`src/rtl/controller_poller.sv`:
```
// rtl/controller_poller.sv - parallel serial game-controller poller; optional macro CONTROLLER_POLLER_EDGE_DETECT_EN adds pressed_list_o
module controller_poller #(
  parameter int NUM_CONTROLLERS = 2,
  parameter int NUM_BITS        = 8,
  parameter int CLK_DIV         = 4,
  parameter int LATCH_TICKS     = 2
) (
  input  logic                                clk,
  input  logic                                rst,
  input  logic                                start_fetch_i,
  output logic                                busy_o,
  output logic                                done_o,
  output logic                                ctrl_clk_o,
  output logic                                latch_o,
  input  logic [NUM_CONTROLLERS-1:0]          serial_list_ni,
  output logic [NUM_CONTROLLERS*NUM_BITS-1:0] data_list_o
`ifdef CONTROLLER_POLLER_EDGE_DETECT_EN
  ,
  output logic [NUM_CONTROLLERS*NUM_BITS-1:0] pressed_list_o
`endif
);

  localparam int W         = NUM_CONTROLLERS * NUM_BITS;
  localparam int LATCH_CYC = LATCH_TICKS * CLK_DIV;
  localparam int SLOT_CYC  = 2 * CLK_DIV;
  localparam int SHIFT_CYC = NUM_BITS * SLOT_CYC;
  localparam int CNT_MAX   = ((LATCH_CYC > SHIFT_CYC) ? LATCH_CYC : SHIFT_CYC) - 1;
  localparam int CNT_W     = $clog2(CNT_MAX + 1);

  typedef enum logic [2:0] {IDLE, LATCH, GAP, SHIFT, DONE} state_t;

  state_t                         state_q, state_d;
  logic [CNT_W-1:0]               cnt_q, cnt_d;
  logic                           latch_q, latch_d;
  logic                           ctrl_clk_q, ctrl_clk_d;
  logic [NUM_CONTROLLERS-1:0]     sync1_q, sync1_d;
  logic [NUM_CONTROLLERS-1:0]     sync2_q, sync2_d;
  logic [W-1:0]                   shift_q, shift_d;
  logic [W-1:0]                   data_q, data_d;
  logic [W-1:0]                   pressed_q, pressed_d;
  logic [NUM_CONTROLLERS-1:0]     in_bits;
  int                             slot_pos_q, slot_pos_d;
  logic                           sample, load;

  // Next-state logic: one cycle counter per state, cleared only when the state changes
  always_comb begin
    state_d = state_q;
    cnt_d   = cnt_q + 1'b1;
    case (state_q)
      IDLE: begin
        cnt_d = '0;
        if (start_fetch_i) state_d = LATCH;
      end
      LATCH: begin
        if (cnt_q == CNT_W'(LATCH_CYC - 1)) begin
          state_d = GAP;
          cnt_d   = '0;
        end
      end
      GAP: begin
        if (cnt_q == CNT_W'(CLK_DIV - 1)) begin
          state_d = SHIFT;
          cnt_d   = '0;
        end
      end
      SHIFT: begin
        if (cnt_q == CNT_W'(SHIFT_CYC - 1)) begin
          state_d = DONE;
          cnt_d   = '0;
        end
      end
      DONE: begin
        state_d = IDLE;
        cnt_d   = '0;
      end
      default: begin
        state_d = IDLE;
        cnt_d   = '0;
      end
    endcase
  end

  // Controller-facing strobes are registered from the next state so the pins never glitch
  always_comb begin
    slot_pos_q = int'(cnt_q) % SLOT_CYC;
    slot_pos_d = int'(cnt_d) % SLOT_CYC;
    latch_d    = (state_d == LATCH);
    ctrl_clk_d = (state_d == SHIFT) && (slot_pos_d >= CLK_DIV);
    sample     = (state_q == SHIFT) && (slot_pos_q == CLK_DIV - 1);
    load       = (state_q == SHIFT) && (state_d == DONE);
  end

  // Synchronise, invert and shift in LSB-side; first bit sampled ends up in the MSB
  always_comb begin
    sync1_d = serial_list_ni;
    sync2_d = sync1_q;
    in_bits = ~sync2_q;
    shift_d = shift_q;
    if (sample) begin
      for (int c = 0; c < NUM_CONTROLLERS; c++) begin
        shift_d[c*NUM_BITS +: NUM_BITS] =
          (shift_q[c*NUM_BITS +: NUM_BITS] << 1) | NUM_BITS'(in_bits[c]);
      end
    end
  end

  // Output words change only on the transition into DONE, never mid-shift
  always_comb begin
    data_d    = data_q;
    pressed_d = pressed_q;
    if (load) begin
      data_d    = shift_q;
      pressed_d = shift_q & ~data_q;
    end
  end

  // State, counter and strobe registers
  always_ff @(posedge clk or posedge rst) begin
    if (rst) begin
      state_q    <= IDLE;
      cnt_q      <= '0;
      latch_q    <= 1'b0;
      ctrl_clk_q <= 1'b0;
    end else begin
      state_q    <= state_d;
      cnt_q      <= cnt_d;
      latch_q    <= latch_d;
      ctrl_clk_q <= ctrl_clk_d;
    end
  end

  // Synchroniser, shift register and result registers
  always_ff @(posedge clk or posedge rst) begin
    if (rst) begin
      sync1_q   <= '0;
      sync2_q   <= '0;
      shift_q   <= '0;
      data_q    <= '0;
      pressed_q <= '0;
    end else begin
      sync1_q   <= sync1_d;
      sync2_q   <= sync2_d;
      shift_q   <= shift_d;
      data_q    <= data_d;
      pressed_q <= pressed_d;
    end
  end

  assign busy_o      = (state_q != IDLE);
  assign done_o      = (state_q == DONE);
  assign latch_o     = latch_q;
  assign ctrl_clk_o  = ctrl_clk_q;
  assign data_list_o = data_q;

`ifdef CONTROLLER_POLLER_EDGE_DETECT_EN
  assign pressed_list_o = pressed_q;
`else
  logic unused_pressed;
  assign unused_pressed = ^pressed_q;
`endif

endmodule

```
`config.mk`:
```
export PLATFORM = sky130hd
export DESIGN_NAME = controller_poller
export DESIGN_NICKNAME = d
export VERILOG_FILES = /design/src/rtl/controller_poller.sv
export SDC_FILE = /design/constraint.sdc
export NUM_CORES = 1
export LEC_CHECK = 0
export CAP_MARGIN = 20
export CORE_UTILIZATION = 25
export CTS_BUF_LIST = sky130_fd_sc_hd__clkbuf_8 sky130_fd_sc_hd__clkbuf_16
export DETAILED_ROUTE_END_ITERATION = 8
export HOLD_SLACK_MARGIN = 0.03
export PLACE_DENSITY = 0.44
export SLEW_MARGIN = 20
export SYNTH_ARGS = -nofsm -noshare
export SYNTH_HDL_FRONTEND = slang
export SYNTH_SLANG_ARGS = --single-unit
```
`constraint.sdc`:
```
create_clock -name clk -period 1.59 [get_ports clk]
set_input_delay 0.318 -clock clk [delete_from_list [all_inputs] [get_ports clk]]
set_output_delay 0.318 -clock clk [all_outputs]
set_load 0.02 [all_outputs]
```
==> reports/results.ini, run 1 <==
[final_layout]
layout.nets = 176
instances_no_fill = 269
antennaDiodeCount = 0
final_cell_mix = dfrtp_1 (45), mux2_2 (18), dlygate4sd2_1 (13), buf_4 (10), mux2_4 (9)
post-route-util = 0.348
layout_commonest_cell = dfrtp_1
drive_above_1_share = 0.394
syn2layout_area_growth_pct = 33.5

[sta]
finClkSkew_ps = 9.52
min_period_ps = 1540
layout_worst_path_cycle_share = 0.969
finalHoldViolations = 0
timing.fmax_mhz = 649
finalWorstSetupSlack_ps = 49.3
worst_hold_slack_ps = 355
setup_violations = 0
max_slew_margin = 0.766
report.final.slew_viol_count = 0
worst_pin_slew_ps = 350
rsz0062_at_grt = true

[grt]
grt_first_pass_wirelength_um = 5660
grt_pass1_vias = 1191
antenna_found_initial = 0
grt_start_max_net_pins = 48
grt_usage = 0.0940
grt.overflow.total = 0

[clock_network]
cts.sinks = 47
tritoncts = yes
htreeDepth = 2
cts_max_path_buffers = 2
insertion_delay_ps = 300
cts-root-buf = clkbuf_8
path_clk_slew_ps = 90
cts_buffers = 5

[logic_synthesis]
avgSynthCellArea_sq_um = 15.1
seq_area_frac_synth = 0.616
yosys.area.top_type_share = 0.616
yosysTopAreaCell = dfrtp_1
synth_area_leaders = dfrtp_1 (62%), mux2_2 (11%), mux2_4 (7.1%)
synth_warnings = 0
ys_ff_latch = 47
synthDistinctLibCells = 31
netlist_area_sq_mm = 0.00191
synth_fp_nets = 133
synthCells = 126

[pwr]
p_sw_frac = 0.229
pwr-share-seq = 0.608
vdd_drop_max_mv = 0.402
p_int_mw = 1.55
power.switching_uw = 461
powerDensity_mw_per_mm2 = 789
finalPower_mw = 2.01
share_comb_of_total_power = 0.025
cellLeakagePower_nw = 1.24
p_clk_frac = 0.367

[detailed_routing]
detail_route.wl_per_cell_um = 12.6
vias = 1144
viasPerCell = 4.25
first_pass_iters = 4
drt-total-wl_um = 3390
drc = 0
drtAntennaViolNets = 0
drt_iter0_markers = 36

[setup_path]
arrival_ps = 1220
crit_fanout = 3
start_kind = flip-flop
crit_path_max_incr_delay_ps = 400
regToRegSetupSlack_ps = 60
crit_path_cell_trace = or3_1 > buf_6
worstSetupEndpointType = primary output
slowest_stage = dfrtp_1
required_ps = 1270
worst-setup-path-type = flip-flop to primary output

[placed_design]
port_buffers = 24
place_congestion = 0.764
pre_cts_ws_ps = -37.4
dp_cells = 256
dpl.hpwl_um = 2100

[job]
maxCapViolCount = 0

[floorplan]
core_sq_mm = 0.00733
dieArea_sq_mm = 0.00799
rows = 31
die_x_um = 89.4
pin_count = 25
die_h_um = 89.4
start_util = 0.260

[status]
status = finished clean

[worst_hold_path]
worstHoldPathType = flip-flop to flip-flop

[Yosys cell counts (all sizes together)]
cell type / instances
dfrtp: 47
mux2: 30
nor2: 8
nand3: 5
buf: 4
a21oi: 3
inv: 3
nand2: 3
o21ai: 3
xor2: 3
ha: 2
nor3b: 2
or2: 2
a2111oi: 1
a22oi: 1
and3: 1
nand2b: 1
nand3b: 1
nand4: 1
nand4b: 1
nor2b: 1
nor4b: 1
o22ai: 1
or3: 1
[cells by family (layout without fill, tap and decap cells)]
family | Yosys count | after routing | share of synthesized area
multiplexers | 30 | 30 | 0.195
XOR/XNOR | 3 | 3 | 0.0138
flip-flops | 47 | 47 | 0.616
AND/OR/NAND/NOR | 28 | 28 | 0.108
adder cells (fa/ha/maj) | 2 | 2 | 0.0131
AO/OA/AOI/OAI | 9 | 9 | 0.0302
buffers and inverters | 7 | 51 | 0.0243
[final cells by class]
cell class | count | area [sq um]
clock buffer | 5 | 68.8
timing repair buffer | 40 | 413
tap | 99 | 124
inverter | 3 | 11.3
multi-input combinational | 72 | 728
clock inverter | 3 | 23.8
sequential | 47 | 1180
fill | 685 | 4780
[path summary, 6_finish.rpt]
kind | from | to | cells past startpoint
max | state_q[1] | busy_o | 2
min | sync1_q[0] | sync2_q[0] | 0
max reg2reg | cnt_q[1] | cnt_q[3] | 5
min reg2reg | sync1_q[0] | sync2_q[0] | 0
max in group asynchronous | rst | cnt_q[2] | 3
min in group asynchronous | rst | cnt_q[5] | 3
[power groups by stage]
stage          Combinational (mW)  Clock (mW)  Sequential, mW
2_1_floorplan              0.0282           0            1.24
3_3_place_gp               0.0516           0            1.25
3_5_place_dp               0.0533           0            1.25
4_1_cts                    0.0530       0.782            1.22
5_1_grt                    0.0587       0.826            1.23
6_report                   0.0502       0.737            1.22
[worst max-delay path, delay by kind of cell (launching register included)]
kind,cells,cell delay [ps]
buf+inv,1,140
flops,1,400
simple gates,1,380
[flip-flops by register name, indices dropped and copies added, names as in the netlist]
signal,cells
state_q,3
cnt_q,6
sync2_q,2
latch_o,1
sync1_q,2
shift_q,16
data_list_o,16
ctrl_clk_o,1
[routing by layer]
| layer | track usage | routed length, um |
|---|---|---|
| met1 | 0.118 | 1550 |
| met2 | 0.151 | 1660 |
| met3 | 0.0314 | 166 |
| met4 | 0.0346 | 15 |
| met5 | 0 | 0 |
[stage by stage]
stage / setup TNS, ps / area [sq um]
2_1_floorplan: 0 / 1910
3_3_place_gp: 0 / 2360
3_5_place_dp: -206 / 2360
4_1_cts: 0 / 2460
5_1_grt: -38.2 / 2550
6_report: 0 / 2550
[what timing repair did]
item | CTS | global route
hold endpoints to repair | 0 | 0
resized for setup | 23 | 14
buffers inserted | 0 | 4
pin swaps | 0 | 4
hold buffers | 0 | 0
endpoints found under the setup margin | 21 | 27
cloned | 0 | 1
Power figures use the tool's default switching activity.
==> run 2, diff against run 1 <==
- ABC_AREA: default -> 1
- PLACE_DENSITY: 0.44 -> 0.42
- clock period: 1.59 -> 1.65 ns (I/O delays scaled with it)
==> run 2 against run 1 <==
  * Area after synthesis up 3.5%
  * Combinational power down 1%
  * Cell area down 1.8%
  * Clock skew up 1.5 ps
  * Largest power group unchanged
  * Highest routed layer unchanged
==> reports/results.ini, run 2 <==
[status]
status = finished clean

[grt]
grt_usage = 0.108  ; +0.0139
grt_start_max_net_pins = 48  ; unchanged
grt.overflow.total = 0  ; unchanged
grt_pass1_vias = 1433  ; +20%
grt_first_pass_wirelength_um = 6980  ; +23%
antenna_found_initial = 0  ; unchanged

[placed_design]
place_congestion = 0.740  ; -3.2%
dpl.hpwl_um = 2760  ; +31%
port_buffers = 24  ; unchanged
dpl_cell_area_sq_mm = 0.00238  ; +0.90%

[setup_path]
worstSetupEndpointType = primary output
path_buf_inv = 1  ; unchanged
start_kind = flip-flop
arrival_ps = 1280  ; +60 ps
path_delay_family = buffers and inverters
crit_path_max_incr_delay_ps = 610  ; +210 ps
crit_path_cell_trace = clkdlybuf4s50_1
crit_fanout = 2  ; -1
slowest_stage = clkdlybuf4s50_1
required_ps = 1320  ; +50 ps
worst-setup-path-type = flip-flop to primary output

[logic_synthesis]
synth_area_leaders = dfrtp_1 (60%), nand2_1 (11%), o21ai_0 (5.3%)
yosys-top-cells-count = nand2_1 (60), dfrtp_1 (47), inv_1 (21), o21ai_0 (21), nand3_1 (20)
synth_fp_nets = 224  ; +68%
synth_warnings = 0  ; unchanged
ys_ff_latch = 47  ; unchanged
synth_flop_cell = dfrtp_1
avgSynthCellArea_sq_um = 9.10  ; -40%
yosysTopAreaCell = dfrtp_1
netlist_area_sq_mm = 0.00198  ; +3.5%
seq_area_frac_synth = 0.595  ; -0.0211
synthDistinctLibCells = 23  ; -26%
synthCells = 217  ; +72%
yosys.area.top_type_share = 0.595  ; -0.0211
yosysMostFrequentCell = nand2_1
synth_edf_count = 0  ; unchanged
postSynth.asyncResetShare = 1.00  ; unchanged

[clock_network]
cts.sinks = 47  ; unchanged
insertion_delay_ps = 310  ; about the same
tritoncts = yes
cts_max_path_buffers = 2  ; unchanged
htreeDepth = 2  ; unchanged
cts_buffers = 5  ; unchanged
path_clk_slew_ps = 100  ; about the same
ctsHoldBuffers = 0  ; unchanged
cts-root-buf = clkbuf_8

[sta]
report.final.slew_viol_count = 0  ; unchanged
setup_tns_ps = 0  ; unchanged
setup_violations = 0  ; unchanged
finalHoldViolations = 0  ; unchanged
finClkSkew_ps = 11.1  ; +1.55 ps
min_period_ps = 1610
layout_worst_path_cycle_share = 0.973
worst_pin_slew_ps = 385  ; +35.1 ps
rsz0062_at_grt = false
timing.fmax_mhz = 623
max_slew_margin = 0.740  ; -0.0251

[floorplan]
die_h_um = 90.9  ; +1.7%
die_x_um = 90.9  ; +1.7%
core_sq_mm = 0.00769  ; +4.9%
start_util = 0.257  ; -0.00328
dieArea_sq_mm = 0.00826  ; +3.5%
pin_count = 25  ; unchanged
rows = 32  ; +3.2%

[detailed_routing]
vias = 1513  ; +32%
drt-total-wl_um = 4140  ; +22%
drt_iter0_markers = 71  ; +97%
drc = 0  ; unchanged
drtAntennaViolNets = 0  ; unchanged
viasPerCell = 4.26  ; +0.22%
first_pass_iters = 4  ; unchanged
detail_route.wl_per_cell_um = 11.7  ; -7.4%

[pwr]
powerDensity_mw_per_mm2 = 783  ; -0.71%
cellLeakagePower_nw = 1.38  ; +12%
vdd_drop_max_mv = 0.468  ; +16%

[final_layout]
layout.nets = 259  ; +47%
drive_above_1_share = 0.111  ; -0.283
final_cell_mix = nand2_1 (60), dfrtp_1 (47), o21ai_0 (21), inv_1 (20), nand3_1 (20)
antennaDiodeCount = 0  ; unchanged
layout_commonest_cell = nand2_1
syn2layout_area_growth_pct = 26.6
design_area_sq_mm = 0.00250  ; -1.8%

[job]
maxCapViolCount = 0  ; unchanged

[worst_hold_path]
worstHoldPathType = flip-flop to flip-flop

[run 2: worst paths after layout]
path	cells past startpoint	to	start	slack (ps)
max	1	data_list_o[15]	data_list_o[15]	40
min	0	sync2_q[0]	sync1_q[0]	360
max reg2reg	7	data_list_o[5]	cnt_q[1]	160
min reg2reg	0	sync2_q[0]	sync1_q[0]	360
max in group asynchronous	3	state_q[1]	rst	1050
min in group asynchronous	3	data_list_o[11]	rst	380
[run 2: area by class of cell]
type / instances / area (sq um)
Clock buffer: 5 / 68.8
Sequential cell: 47 / 1180
Clock inverter: 3 / 22.5
Multi-Input combinational cell: 140 / 663
Fill cell: 842 / 5190
Inverter: 23 / 88.8
Tap cell: 102 / 128
Timing Repair Buffer: 35 / 354
[run 2: cell families (layout without fill, tap and decap cells)]
logic type | after synthesis | count (layout) | share of synthesized area
AOI/OAI and AO/OA | 34 | 34 | 0.0880
xor gates and xnor gates | 1 | 1 | 0.00443
adders and majority gates | 2 | 2 | 0.0127
buffers and inverters | 30 | 66 | 0.0703
DFF | 47 | 47 | 0.595
and+or+nand+nor | 103 | 103 | 0.229
[run 2: what timing repair did]
item	4_1_cts	5_1_grt
resized for setup	2	12
endpoints found under the setup margin	2	18
setup buffers	0	1
[run 2: where the power goes]
part	switching, mW	internal, mW	total [mW]	leakage [nW]
logic	0.0306	0.0189	0.0495	0.738
registers	0.00995	1.17	1.18	0.594
clock network	0.427	0.304	0.732	0.0485
[run 2: routing by layer]
metal / GRT usage / share of wire / up-vias / routed length [um]
met5: 0 / 0 / - / 0
met4: 0.0476 / 0.018 / 0 / 74
met3: 0.0278 / 0.034 / 7 / 141
met2: 0.160 / 0.44 / 20 / 1830
met1: 0.147 / 0.50 / 725 / 2090
li1: - / - / 761 / -
[run 2: through the flow]
| stage | hold slack (ps) | power (mW) | setup WS (ps) | cells | util |
|---|---|---|---|---|---|
| after floorplan | 331 | 1.23 | 204 | 217 | - |
| after global placement | 334 | 1.25 | 124 | 346 | 0.310 |
| after detailed placement | 336 | 1.25 | 103 | 346 | 0.310 |
| after CTS | 359 | 1.99 | 8.42 | 354 | 0.321 |
| after global routing | 377 | 2.05 | 0.167 | 355 | 0.325 |
| final | 356 | 1.96 | 44.1 | 355 | 0.325 |
==> run 3, diff against run 2 <==
- CORE_ASPECT_RATIO: default -> 1.25
==> run 3 against run 2 <==
  * Register-to-register slack better by 40 ps
  * Critical path depth is the same
  * Critical path type unchanged
  * Highest routed layer unchanged
  * Non-clock buffer count increased by 1
==> reports/results.ini, run 3 (synthesis gave the netlist of run 2 again) <==
[status]
status = finished clean

[worst_hold_path]
worstHoldPathType = flip-flop to flip-flop
worstHoldStart = sync1_q[0]
whs_path_depth = 0  ; unchanged
hold_end = sync2_q[0]

[placed_design]
place_congestion = 0.774  ; +4.7%
dpl.hpwl_um = 2840  ; +2.7%
port_buffers = 24  ; unchanged

[final_layout]
syn2layout_area_growth_pct = 26.6  ; unchanged
fillers = 814  ; -3.3%
layout.nets = 260  ; +0.39%
final_cell_mix = nand2_1 (60), dfrtp_1 (47), o21ai_0 (21), inv_1 (21), clkdlybuf4s50_1 (21)
drive_above_1_share = 0.110  ; -0.000436
layout_commonest_cell = nand2_1
antennaDiodeCount = 0  ; unchanged

[setup_path]
crit_fanout = 2  ; unchanged
slowest_stage = clkdlybuf4s50_1
required_ps = 1320  ; about the same
start_kind = flip-flop
cp.depth = 1  ; unchanged
worst-setup-path-type = flip-flop to primary output
regToRegSetupSlack_ps = 200  ; +40 ps
path_buf_inv = 1  ; unchanged
crit_path_cell_trace = clkdlybuf4s50_1
r2r_cells = 7  ; unchanged
rr_startpoint = cnt_q[1]
crit_start = data_list_o[15]
path_delay_family = buffers and inverters
r2r-end = data_list_o[10]
crit_path_max_incr_delay_ps = 600  ; about the same
worstSetupEndpointType = primary output
arrival_ps = 1260  ; -20 ps

[clock_network]
postCtsSetupBuffers = 0  ; unchanged
htreeDepth = 2  ; unchanged
path_clk_slew_ps = 80  ; -20 ps
cts_buffers = 5  ; unchanged
ctsHoldBuffers = 0  ; unchanged
cts_max_path_buffers = 2  ; unchanged
tritoncts = yes
insertion_delay_ps = 290  ; -20 ps
cts.sinks = 47  ; unchanged
cts-root-buf = clkbuf_8

[floorplan]
die_h_um = 101  ; +12%
die_x_um = 81.5  ; -10%
core_sq_mm = 0.00753  ; -2.0%
rows = 35  ; +9.4%
dieArea_sq_mm = 0.00826  ; about the same
pin_count = 25  ; unchanged
start_util = 0.262  ; +0.00529

[grt]
grt.overflow.total = 0  ; unchanged
grt_first_pass_wirelength_um = 7050  ; +1.1%
grt_start_max_net_pins = 48  ; unchanged
grt_usage = 0.113  ; +0.00513
antenna_found_initial = 0  ; unchanged
grt_pass1_vias = 1561  ; +8.9%

[sta]
worst_pin_slew_ps = 340  ; -44.7 ps
setup_violations = 0  ; unchanged
report.final.slew_viol_count = 0  ; unchanged
timing.fmax_mhz = 629  ; +1.0%
layout_worst_path_cycle_share = 0.963  ; -0.00986
setup_tns_ps = 0  ; unchanged
min_period_ps = 1590  ; -16.3 ps
rsz0062_at_grt = false
finalHoldViolations = 0  ; unchanged
max_slew_margin = 0.771  ; +0.0301
finClkSkew_ps = 4.49  ; -6.57 ps

[detailed_routing]
first_pass_iters = 4  ; unchanged
drt_iter0_markers = 58  ; -18%
drtAntennaViolNets = 0  ; unchanged
vias = 1480  ; -2.2%
drc = 0  ; unchanged
drt-total-wl_um = 4060  ; -1.9%
detail_route.wl_per_cell_um = 11.7  ; +0.64%
viasPerCell = 4.28  ; +0.36%

[pwr]
vdd_drop_max_mv = 0.398  ; -15%
powerDensity_mw_per_mm2 = 788  ; +0.58%
cellLeakagePower_nw = 1.26  ; -8.4%
finalPower_mw = 1.97  ; +0.58%

[job]
maxCapViolCount = 0  ; unchanged

run 3: power by group:
part	internal [mW]	total (mW)	switching (mW)
registers	1.17	1.18	0.0102
logic	0.0189	0.0494	0.0305
clock network	0.376	0.743	0.367
run 3: stage by stage:
step | cells | hold WS (ps) | area, sq um | utilization | worst slack (ps)
after global placement | 338 | 335 | 2400 | 0.318 | 118
final | 346 | 357 | 2500 | 0.332 | 60.4
after CTS | 346 | 357 | 2490 | 0.331 | 13.5
after global routing | 346 | 361 | 2500 | 0.332 | 5.43
after floorplan | 217 | 331 | 1980 | - | 204
after detailed placement | 338 | 338 | 2400 | 0.318 | 89.3
run 3: routing by layer:
layer	up-vias	GRT usage	share of wire
met2	23	0.195	0.51
met3	7	0.0243	0.036
met5	-	0	0
met4	0	0.0495	0.020
met1	690	0.133	0.44
li1	760	-	-
run 3: what timing repair did:
item	in CTS	in global routing
hold endpoints to repair	0	0
gates resized for setup	2	6
endpoints found under the setup margin	2	16
run 3: worst max-delay path by stage:
stage                      end  slack [ps]
2_1_floorplan         cnt_q[0]         200
3_3_place_gp            done_o         120
3_5_place_dp            done_o          90
4_1_cts         data_list_o[7]          10
5_1_grt        data_list_o[15]           5
6_report       data_list_o[15]          60
run 3: layout make-up:
cell class | instances | area [sq um] | area share
Multi-Input combinational cell | 140 | 668 | 0.267
Clock buffer | 7 | 96.3 | 0.0385
Inverter | 23 | 88.8 | 0.0355
Clock inverter | 1 | 3.75 | 0.00150
Timing Repair Buffer | 36 | 353 | 0.141
Sequential cell | 47 | 1180 | 0.470
Tap cell | 92 | 115 | 0.0460
